**src/rtl/fact_pkg.sv**
```systemverilog
// Shared definitions for the factorial peripheral: controller state encoding
// and the operand range limit used by the datapath's range compare.
package fact_pkg;

  typedef enum logic [2:0] {
    IDLE,
    LOAD,
    CHECK,
    MUL,
    DONE,
    ERR
  } fact_state_t;

  // Largest operand whose factorial fits the 32-bit product register.
  localparam int FACT_MAX_N = 12;

  // Rest states are the only ones in which a go request is honoured.
  function automatic logic is_rest(input fact_state_t s);
    return (s == IDLE) || (s == DONE) || (s == ERR);
  endfunction

endpackage

```
**src/rtl/fact_ctrl.sv**
```systemverilog
// Control unit for the factorial peripheral. Sequences the datapath's
// down-counter and product register, reports done/err, and counts the
// clock edges spent busy on the most recent accepted request.
module fact_ctrl
  import fact_pkg::*;
#(
  parameter int CNT_W = 8
) (
  input  logic             clk,
  input  logic             rst,
  input  logic             go,
  input  logic             gt_in,
  input  logic             gt_fact,
  output logic             load_cnt,
  output logic             en,
  output logic             sel_1,
  output logic             load_reg,
  output logic             sel_2,
  output logic             busy,
  output logic             done,
  output logic             err,
  output logic [CNT_W-1:0] cycles
);

  fact_state_t state;
  fact_state_t state_next;
  logic        clr_cycles;

  // State register and busy-cycle counter; reset may land at any time.
  // NOTE: registers use non-blocking assignments so every flop samples the
  // pre-edge values, independent of statement order.
  always_ff @(posedge clk or posedge rst) begin
    if (rst) begin
      state  <= IDLE;
      cycles <= '0;
    end else begin
      state <= state_next;
      if (clr_cycles) begin
        cycles <= '0;
      end else if (busy && (cycles != '1)) begin
        cycles <= cycles + CNT_W'(1);
      end
    end
  end

  // Next-state logic plus Moore output decode from the state register.
  // NOTE: every output gets a default before the case so no path leaves a
  // signal unassigned, which would otherwise infer a latch.
  always_comb begin
    state_next = state;
    clr_cycles = 1'b0;
    load_cnt   = 1'b0;
    en         = 1'b0;
    sel_1      = 1'b0;
    load_reg   = 1'b0;
    sel_2      = 1'b0;
    busy       = 1'b0;
    done       = 1'b0;
    err        = 1'b0;

    // A request is only honoured from a rest state; while busy it is ignored.
    if (is_rest(state) && go) begin
      if (gt_in) begin
        state_next = ERR;
      end else begin
        state_next = LOAD;
        clr_cycles = 1'b1;
      end
    end

    case (state)
      LOAD: begin
        // cnt <= n, prod <= 1
        load_cnt   = 1'b1;
        load_reg   = 1'b1;
        busy       = 1'b1;
        state_next = CHECK;
      end
      CHECK: begin
        busy       = 1'b1;
        state_next = gt_fact ? MUL : DONE;
      end
      MUL: begin
        // prod <= prod * cnt, cnt <= cnt - 1
        load_reg   = 1'b1;
        sel_1      = 1'b1;
        en         = 1'b1;
        busy       = 1'b1;
        state_next = CHECK;
      end
      DONE: begin
        sel_2 = 1'b1;
        done  = 1'b1;
      end
      ERR: begin
        err = 1'b1;
      end
      default: ;
    endcase
  end

endmodule

```
**config.mk**
```make
export PLATFORM = sky130hd
export DESIGN_NAME = fact_ctrl
export DESIGN_NICKNAME = d
export VERILOG_FILES = /design/src/rtl/fact_pkg.sv /design/src/rtl/fact_ctrl.sv
export SDC_FILE = /design/constraint.sdc
export NUM_CORES = 1
export LEC_CHECK = 0
export CORE_UTILIZATION = 35
export CTS_CLUSTER_SIZE = 8
export DETAILED_ROUTE_END_ITERATION = 10
export SLEW_MARGIN = 25
export SYNTH_ARGS = -nofsm -noshare
export SYNTH_HDL_FRONTEND = slang
export SYNTH_SLANG_ARGS = --single-unit
```
**constraint.sdc**
```tcl
create_clock -name clk -period 1.45 [get_ports clk]
set_input_delay 0.2175 -clock clk [delete_from_list [all_inputs] [get_ports clk]]
set_output_delay 0.2175 -clock clk [all_outputs]
set_load 0.01 [all_outputs]
```
[Word level (Yosys, flattened, before mapping)]
Cells that the tools add are included.
Word-level totals
  output and inout bits: 16
  bits in registers: 11
Operators by class
  mux-type cells: 14
  add/subtract/negate cells: 1
  reduce and logical (&&, ||, !) cells: 9
  eq/ne operators: 6
Operators by type and width (count)
  $mux W8: 2
  $mux W3: 3
  $add A8 B1 Y8 const B: 1
  $mux W1: 8
  $ne A8 B8 Y1 const B: 1
  $eq A3 B2 Y1 const B: 2
  $eq A3 B3 Y1 const B: 2
  $pmux W3 S2: 1
  $eq A3 B1 Y1 const B: 1
  $logic_not A3 Y1: 1
  $reduce_bool A3 Y1: 1
  $reduce_or A3 Y1: 1
  $logic_and A1 B1 Y1: 2
  $logic_or A1 B1 Y1: 2
  $reduce_bool A2 Y1: 1
  $reduce_or A2 Y1: 1

[Logic depth before layout (Yosys ltp)]
Gate-level depths: netlist (run 1).
  depth after elaboration: 6
  mapped depth: 5
  mapped depth without buffers: 5

[Worst setup path after synthesis (run 1)]
No wires, ideal clock.
  kind: reg2out
  start point: register state[2]
  end point: output port sel_1
  required time: 1.233 ns
  path buffers: 1
  slack: 0.021 ns
  arrival: 1.211 ns
  stages on the path, launching flop included: 5
  cell sequence: dfrtp_1 > or2b_2 > inv_1 > and2_1 > buf_4
On the way
  longest elaborated chain between the ends: 2
RTL lines
  from (decl): RTL line fact_ctrl.sv:25  | fact_state_t state;
  from (signal assigned): RTL line fact_ctrl.sv:37  | state <= state_next;
  $eq A3 B2 Y1
  $mux W1
  to (decl): RTL line fact_ctrl.sv:16  | output logic sel_1,
No other way between the ends.

[Worst setup path in the final report (run 1)]
  start point: register state[1]
  end point: register cycles[4]
On the way
  longest elaborated chain between the ends: 6
  elaborated cells on any way between the ends: 15
RTL lines
  $eq A3 B3 Y1 or $logic_not A3 Y1 (tied branches): RTL line fact_pkg.sv:19  | return (s == IDLE) || (s == DONE) || (s == ERR);
  $logic_or A1 B1 Y1 (2 in series): RTL line fact_pkg.sv:19
  $logic_and A1 B1 Y1: RTL line fact_ctrl.sv:62  | if (is_rest(state) && go) begin
  $mux W1: RTL line fact_ctrl.sv:62
  $mux W8 or $reduce_bool A2 Y1 (tied branches)
  to (signal assigned): RTL line fact_ctrl.sv:41  | cycles <= cycles + CNT_W'(1);
  to (decl): RTL line fact_ctrl.sv:22  | output logic [CNT_W-1:0] cycles
Several ways; a longest one is shown, not always the timed one.
A chain may end at the register's enable or synchronous reset.

==> flow_summary.ini, run 1 <==
[power_and_ir_drop]
p_total_w = 0.00197
p_seq_frac = 0.252
cellPowerDensity_nw_per_um2 = 1880
comb_power_share = 0.644
p_sw_w = 0.000756
switching_share = 0.384
p_int_w = 0.00121
ir_drop_mv = 0.993
leakagePower_nw = 0.502
p_clk_frac = 0.104

[worst_setup_path]
path_max_fanout = 6
arrival_ns = 1.67
critPathLaunchType = flop
crit_required_ns = 1.59
crit_type = reg2reg
end_kind = flop

[timing]
min_period_over_period = 1.05
relSlewSlack = 0.725
min_period_ns = 1.53
rsz0062_at_grt = yes
fin_hold_ws_ns = 0.235
worstMarginPinSlew_ns = 0.412
fmax_mhz = 655
finalHoldViolations = 0
finalSetupViolCount = 6
fin_ws_ns = -0.0769
slew_violations = 0
clock_skew_ns = 0.00423

[synthesis]
synth_edf_count = 0
synth.avg_cell_area_um2 = 9.18
synth_seq_cells = 11
syn-num-nets = 77
synth-main-ff-cell = dfrtp_1
yosysSeqAreaShare = 0.422
synthCells = 71
synth_cell_types = 31
syn_area_um2 = 652
async_reset_ff_frac = 1.00
synth_warnings = 0

[finish]
final_cells = 137
area_growth_pct = 60.7
drive_gt1_frac = 0.420
layout.nets = 119
diodes = 0

[placed_design]
gp_congestion = 0.770
pre_cts_ws_ns = -0.163
port-buffer-count = 20
dp_hpwl_mm = 1.19
dpl.cell_count = 125

[floorplan]
die_y_um = 45.2
design.core.area_um2 = 1730
die_w_um = 45.2
rows = 15
initial_core_util = 0.378
io_pins = 21
dieArea_um2 = 2040

[global_routing]
grt_pass1_vias = 613
antenna_found_initial = 0
overflow = 0
grt_max_degree = 12
grt_pass1_wl_mm = 2.62
grt_usage = 0.187

[clock_tree]
cts_buffers = 3
clock_latency_ns = 0.27
root_buffer = clkbuf_4
cts_tree = built
clk_path_buf_depth = 2
ctsHoldBuffers = 0
cts_sinks = 11
htreeDepth = 1
clk_pin_slew_ns = 0.07

[route]
viasPerCell = 4.99
routedWlPerCell_um = 12.4
routed_wl_mm = 1.70
drtPass1Iterations = 4
drcViolationCount = 0
vias = 684
drt_iter0_markers = 13
ant_nets = 0

[min_path]
hold_class = in2async

[flow_run]
maxCapViolCount = 0

[status]
violations = negative setup slack
status = finished with violations
## power by group through the flow
| stage | Sequential, W | Combinational (W) | Clock [W] |
|---|---|---|---|
| final | 0.000495 | 0.00127 | 0.000205 |
| after global routing | 0.000510 | 0.00138 | 0.000225 |
| after CTS | 0.000498 | 0.00119 | 0.000214 |
| after detailed placement | 0.000523 | 0.00112 | 0 |
| after global placement | 0.000519 | 0.00112 | 0 |
| after floorplan | 0.000569 | 0.000506 | 0 |
## repair_timing
| item | in CTS | in global routing |
|---|---|---|
| setup endpoints to repair | 21 | 16 |
| cloned | 0 | 0 |
| pin swaps | 2 | 1 |
| buffers inserted | 6 | 2 |
| gates resized for setup | 42 | 7 |
## cells in the final DEF, fill, tap and decap left out, types with 2 or more instances in the layout
| master | n |
|---|---|
| clkdlybuf4s50_1 | 9 |
| nor3_2 | 2 |
| o21ai_0 | 5 |
| clkbuf_4 | 3 |
| nand2_1 | 6 |
| a31oi_1 | 2 |
| dlygate4sd2_1 | 2 |
| dfrtp_1 | 10 |
| nor2_1 | 6 |
| buf_6 | 2 |
| nand3_1 | 4 |
| buf_2 | 8 |
| a21oi_1 | 2 |
| buf_4 | 18 |
| inv_1 | 4 |
| nor3_1 | 2 |
## Yosys cell counts, types with 2 or more instances
| cell | instances | share of area |
|---|---|---|
| dfrtp_1 | 11 | 0.42 |
| nand2_1 | 7 | 0.040 |
| nand3_1 | 4 | 0.031 |
| nor2_1 | 7 | 0.040 |
| inv_1 | 5 | 0.029 |
| a31oi_1 | 2 | 0.019 |
| o21ai_0 | 5 | 0.038 |
| buf_4 | 3 | 0.035 |
| a21oi_1 | 2 | 0.015 |
| nor3_1 | 4 | 0.031 |
## routing by layer
metal / part of all wire / GRT usage / wire (um)
met2: 0.49 / 0.287 / 831
met4: 0.017 / 0.0727 / 29
met3: 0.052 / 0.0760 / 89
met1: 0.44 / 0.234 / 746
met5: 0 / 0 / 0
## cell type report
cell class                      count  area (um2)
Timing Repair Buffer               40         318
Inverter                            5        18.8
Multi-Input combinational cell     52         377
Tap cell                           25        31.3
Sequential cell                    11         277
Clock buffer                        4        26.3
Fill cell                         161         679
## state kept, by name, indices dropped and copies added, names as in the netlist
name    count
cycles      8
state       3
## worst paths after layout
kind	to	depth (start not counted)	startpoint	slack, ns
setup reg to reg	cycles[4]$_DFFE_PP0P_	5	state[1]$_DFFE_PP0P_	-0.08
max in group asynchronous	state[1]$_DFFE_PP0P_	2	rst	0.90
hold reg to reg	cycles[4]$_DFFE_PP0P_	2	cycles[4]$_DFFE_PP0P_	0.59
min in group clk	cycles[4]$_DFFE_PP0P_	2	cycles[4]$_DFFE_PP0P_	0.59
hold / removal	state[2]$_DFFE_PP0P_	2	rst	0.23
setup / recovery	cycles[4]$_DFFE_PP0P_	5	state[1]$_DFFE_PP0P_	-0.08
## kinds of logic (layout without fill, tap and decap cells)
family / Yosys count / count (layout) / share of synthesized area
AND/OR/NAND/NOR: 33 / 33 / 0.288
AO/OA/AOI/OAI: 17 / 17 / 0.190
flip-flops: 11 / 11 / 0.422
buffers and inverters: 8 / 49 / 0.0633
adder cells (fa/ha/maj): 1 / 1 / 0.0192
multiplexers: 1 / 1 / 0.0173
## per-stage QoR
stage               cell area (um2)  utilization  setup TNS (ns)
finish                         1050        0.607          -0.212
global route                   1050        0.607          -0.702
CTS                            1010        0.586          -0.190
detailed placement              951        0.551           -1.19
global placement                951        0.551           -1.02
floorplan                       652            -               0
## worst max-delay path, cell delays in order (launching register included)
cell	delay [ns]
dfrtp_2	0.44
buf_4	0.16
nand2b_1	0.18
or3_4	0.42
o311ai_2	0.09
o31ai_1	0.11
(Power assumes the default switching activity.)
==> run 2: changes to the inputs <==
--- a/config.mk
+++ b/config.mk
@@ -8,6 +8,7 @@
 export CORE_UTILIZATION = 35
 export CTS_CLUSTER_SIZE = 8
 export DETAILED_ROUTE_END_ITERATION = 10
+export SETUP_SLACK_MARGIN = 0.15
 export SLEW_MARGIN = 25
 export SYNTH_ARGS = -nofsm -noshare
 export SYNTH_HDL_FRONTEND = slang
==> run 2 against run 1 <==
  * Die area unchanged
  * Critical endpoint is now busy
  * Utilization up 9.3 points
  * Design area up 15%
  * Clock skew up 0.00054 ns
  * Power up 19%
  * Combinational power up 28%
  * Largest cell class unchanged
  * Sequential power up 4%
  * Via count up 3.8%
  * First-iteration DRC count down 7.7%
  * Count of clock-buffer cells in the layout unchanged
  * The flow still finishes with violations (negative setup slack)
  * Critical path depth down 1
==> flow_summary.ini, run 2 (synthesized netlist as in run 1, its figures left out) <==
[route]
routed_wl_mm = 1.85
ant_nets = 0
vias = 710
drtPass1Iterations = 4
drt_iter0_markers = 12
routedWlPerCell_um = 13.1
viasPerCell = 5.04
drcViolationCount = 0

[timing]
finalHoldViolations = 0
finalSetupViolCount = 8
relSlewSlack = 0.726
fin_ws_ns = -0.0318
worstMarginPinSlew_ns = 0.411
min_period_ns = 1.48
slew_violations = 0
fmax_mhz = 675
min_period_over_period = 1.02
clock_skew_ns = 0.00477
rsz0062_at_grt = yes

[power_and_ir_drop]
p_clk_frac = 0.092
p_total_w = 0.00235
switching_share = 0.378
p_seq_frac = 0.219
p_sw_w = 0.000887
leakagePower_nw = 0.563
p_int_w = 0.00146
ir_drop_mv = 1.20
comb_power_share = 0.689
cellPowerDensity_nw_per_um2 = 1940

[finish]
layout.nets = 123
regArea_um2 = 280
fin_area_um2 = 1210
regMostFlops = cycles
diodes = 0
drive_gt1_frac = 0.543
final_util = 0.699
largest_reg_flops = 8
reg.largest.list = cycles: 8 flops, state: 3 flops
mostFrequentLayoutCells = 14 x buf_6, 14 x buf_4, 7 x dfrtp_1
multi_input_area_um2 = 440
area_growth_pct = 85.2
nFillCells = 152

[worst_setup_path]
end_kind = output port
crit_type = reg2out
critPathLaunchType = flop
path_max_fanout = 3
crit_required_ns = 1.23
reg2reg_to = cycles[6]$_DFFE_PP0P_
arrival_ns = 1.26
reg2reg_depth = 7
crit_start = state[1]$_DFFE_PP0P_
r2r_start = state[1]$_DFFE_PP0P_
r2r_slack_ns = -0.02

[global_routing]
grt_pass1_vias = 660
antenna_found_initial = 0
grt_pass1_wl_mm = 2.90
grt_usage = 0.201
grt_max_degree = 12
overflow = 0

[clock_tree]
cts_sinks = 11
clk_pin_slew_ns = 0.07
cts_tree = built
root_buffer = clkbuf_4
clock_latency_ns = 0.27
clk_path_buf_depth = 2
htreeDepth = 1
cts_buffers = 3
ctsHoldBuffers = 0

[status]
status = finished with violations
violations = negative setup slack

[placed_design]
port-buffer-count = 20
gp_congestion = 0.693
postPlaceCellArea_um2 = 966
dp_hpwl_mm = 1.16

[floorplan]
design.core.area_um2 = 1730
die_y_um = 45.2
rows = 15
io_pins = 21
die_w_um = 45.2
initial_core_util = 0.378
dieArea_um2 = 2040

[flow_run]
maxCapViolCount = 0

[min_path]
hold_class = in2async
==> run 2: worst max-delay path, cell delays in order (launching register included) <==
cell     delay, ns
dfrtp_2       0.41
buf_6         0.13
buf_12        0.12
o21ba_4       0.21
buf_6         0.12
==> run 2: metal layers <==
metal  track usage  vias to the layer above  part of all wire
li1              -                      352                 -
met1         0.282                      345              0.50
met2         0.304                       13              0.46
met3        0.0640                        0             0.038
met4        0.0364                        0                 0
met5             0                        -                 0
==> run 2: cell type report <==
| type | count | share of cell area |
|---|---|---|
| sequential | 11 | 0.232 |
| clock buffer | 4 | 0.0218 |
| timing repair buffer | 44 | 0.338 |
| tap | 25 | 0.0259 |
| inverter | 5 | 0.0176 |
| multi-input combinational | 52 | 0.365 |
==> run 2: power groups by stage <==
stage / clock [W] / sequential (W) / combinational, W
4_1_cts: 0.000220 / 0.000514 / 0.00148
3_3_place_gp: 0 / 0.000552 / 0.00110
2_1_floorplan: 0 / 0.000588 / 0.000534
5_1_grt: 0.000231 / 0.000531 / 0.00174
3_5_place_dp: 0 / 0.000556 / 0.00112
6_report: 0.000216 / 0.000514 / 0.00162
==> run 2: worst max path at each step <==
| stage | to | slack [ns] | cells past startpoint |
|---|---|---|---|
| after global routing | cycles[4]$_DFFE_PP0P_ | -0.08 | 6 |
| final | busy | -0.03 | 4 |
| after floorplan | cycles[4]$_DFFE_PP0P_ | 0.11 | 5 |
| after global placement | en | -0.15 | 4 |
| after CTS | cycles[4]$_DFFE_PP0P_ | -0.04 | 6 |
| after detailed placement | en | -0.17 | 4 |
==> run 2: timing repair <==
item | CTS | global route
resized for setup | 66 | 13
setup endpoints to repair | 24 | 17
pin swaps | 10 | 6
endpoints found under the hold margin | 0 | 0
setup buffers | 10 | 3
==> run 2: metrics by stage <==
stage	setup slack, ns	hold WS, ns	cells	TNS (ns)
3_3_place_gp	-0.150	0.539	124	-0.850
4_1_cts	-0.0421	0.257	138	-0.287
5_1_grt	-0.0795	0.284	141	-0.691
6_report	-0.0318	0.226	141	-0.128
3_5_place_dp	-0.169	0.545	124	-0.992
2_1_floorplan	0.107	0.0698	71	0
==> run 3: changes to the inputs <==
--- a/config.mk
+++ b/config.mk
@@ -8,8 +8,9 @@
 export CORE_UTILIZATION = 35
 export CTS_CLUSTER_SIZE = 8
 export DETAILED_ROUTE_END_ITERATION = 10
+export DONT_BUFFER_PORTS = 1
 export SETUP_SLACK_MARGIN = 0.15
-export SLEW_MARGIN = 25
+export SLEW_MARGIN = 20
 export SYNTH_ARGS = -nofsm -noshare
 export SYNTH_HDL_FRONTEND = slang
 export SYNTH_SLANG_ARGS = --single-unit
==> run 3 against run 2 <==
  * The flow now finishes without violations
  * Maximum frequency is 4.1% higher
  * Clock power is 2% lower
  * Routed wire length is 10% lower
  * Critical path depth is 1 lower
  * Combinational power is 30% lower
  * Critical endpoint is now sel_1
  * Via count is 13% lower
  * Design area is 19% lower
  * Register-to-register slack better by 0.07 ns
  * Largest power group unchanged
==> flow_summary.ini, run 3 (synthesized netlist as in run 1, its figures left out) <==
[status]
status = finished clean

[worst_setup_path]
cp_top_family = simple AND/OR/NAND/NOR gates
crit_end = sel_1
arrival_ns = 1.21
path_buf_inv = 1
r2r_slack_ns = 0.05
cp.depth = 3
critPathMaxStageDelay_ns = 0.40
crit_type = reg2out
critPathLaunchType = flop
cp_cell_sequence = or2b_4, inv_6, and2_4
path_max_fanout = 5
crit_start = state[2]$_DFFE_PP0P_
end_kind = output port
reg2reg_depth = 5
crit_slowest_cell = dfrtp_1
r2r_start = state[1]$_DFFE_PP0P_
crit_required_ns = 1.23
reg2reg_to = cycles[3]$_DFFE_PP0P_

[global_routing]
grt_usage = 0.181
grt_max_degree = 12
overflow = 0
grt_pass1_vias = 574
antenna_found_initial = 0
grt_pass1_wl_mm = 2.61

[flow_run]
maxCapViolCount = 0

[route]
vias = 616
routedWlPerCell_um = 14.3
routed_wl_mm = 1.66
viasPerCell = 5.31
drt_iter0_markers = 12
drcViolationCount = 0
ant_nets = 0
drtPass1Iterations = 4

[timing]
rsz0062_at_grt = yes
slew_violations = 0
finalHoldViolations = 0
min_period_ns = 1.42
clock_skew_ns = 0.000755
fmax_mhz = 703
worstMarginPinSlew_ns = 0.438
finalSetupViolCount = 0
tns_ns = 0
min_period_over_period = 0.981
relSlewSlack = 0.707

[min_path]
hold_class = in2reg

[floorplan]
io_pins = 21
design.core.area_um2 = 1730
die_w_um = 45.2
dieArea_um2 = 2040
rows = 15
die_y_um = 45.2
initial_core_util = 0.378

[power_and_ir_drop]
leakagePower_nw = 0.409
switching_share = 0.419
p_sw_w = 0.000787
p_seq_frac = 0.283
ir_drop_mv = 0.936
p_int_w = 0.00109
comb_power_share = 0.605
cellPowerDensity_nw_per_um2 = 1920
p_clk_frac = 0.113

[finish]
largest_reg_flops = 8
drive_gt1_frac = 0.582
regMostFlops = cycles
reg.largest.list = cycles: 8 flops, state: 3 flops
nFillCells = 163
area_growth_pct = 49.9
diodes = 0
fin_area_um2 = 977
layout.nets = 98
mostFrequentLayoutCells = 16 x buf_4, 7 x dfrtp_1, 6 x nand2_1
layout_commonest_cell = buf_4

[clock_tree]
cts_sinks = 11
cts_tree = built
htreeDepth = 1
clk_path_buf_depth = 2
clock_latency_ns = 0.27
cts_buffers = 3
clk_pin_slew_ns = 0.07
root_buffer = clkbuf_4

[placed_design]
port-buffer-count = 0
gp_congestion = 0.824
postPlaceCellArea_um2 = 773
dp_hpwl_mm = 1.09
## run 3: cell count changes in the layout (fill, tap and decap cells not counted), sizes merged
cell,delta
dlygate4sd3,+1
dlymetal6s2s,-1
buf,-15
dlygate4sd2,-6
clkdlybuf4s50,-4
## run 3: layer usage
layer | global-route usage | part of all wire
met5 | 0 | 0
met1 | 0.250 | 0.46
met2 | 0.261 | 0.48
met4 | 0.0182 | 0
met3 | 0.0920 | 0.059
## run 3: layout make-up
cell class | instances | area [um2] | share of cell area
Timing Repair Buffer | 19 | 153 | 0.156
Clock buffer | 4 | 26.3 | 0.0269
Inverter | 5 | 23.8 | 0.0243
Multi-Input combinational cell | 52 | 463 | 0.474
Tap cell | 25 | 31.3 | 0.0320
Sequential cell | 11 | 280 | 0.287
## run 3: worst min-delay path by stage
stage	startpoint	end	slack (ns)	depth (start not counted)
5_1_grt	gt_fact	state[1]$_DFFE_PP0P_	0.11	2
3_3_place_gp	rst	cycles[2]$_DFFE_PP0P_	0.13	1
4_1_cts	gt_fact	state[1]$_DFFE_PP0P_	0.08	2
3_5_place_dp	rst	cycles[4]$_DFFE_PP0P_	0.14	1
6_report	gt_fact	state[1]$_DFFE_PP0P_	0.09	2
2_1_floorplan	rst	cycles[2]$_DFFE_PP0P_	0.07	1
## run 3: power by group through the flow
stage	clock network, W	registers (W)	logic, W
final	0.000212	0.000531	0.00114
after global routing	0.000232	0.000546	0.00124
after CTS	0.000225	0.000521	0.00101
after detailed placement	0	0.000532	0.000832
after global placement	0	0.000528	0.000825
after floorplan	0	0.000588	0.000534
## run 3: timing repair
item	4_1_cts	5_1_grt
resized for setup	12	19
setup endpoints to repair	13	15
endpoints found under the hold margin	11	0
setup buffers	4	2
hold buffers	1	0
pin swaps	6	8
## run 3: worst reg2reg max path, cell delays in order (launching register included)
cell	delay, ns
dfrtp_2	0.41
buf_6	0.11
o21ba_4	0.23
nand3_4	0.12
or4_1	0.40
nand2_1	0.07
## run 3: stage by stage
| stage | hold slack [ns] | setup slack [ns] | instances | utilization | total power [W] |
|---|---|---|---|---|---|
| finish | 0.0927 | 0.0269 | 116 | 0.566 | 0.00188 |
| global route | 0.106 | -0.0156 | 116 | 0.566 | 0.00202 |
| CTS | 0.0844 | 0.0139 | 114 | 0.509 | 0.00176 |
| detailed placement | 0.140 | 0.0537 | 105 | 0.448 | 0.00136 |
| global placement | 0.130 | 0.0858 | 105 | 0.448 | 0.00135 |
| floorplan | 0.0698 | 0.107 | 71 | - | 0.00112 |
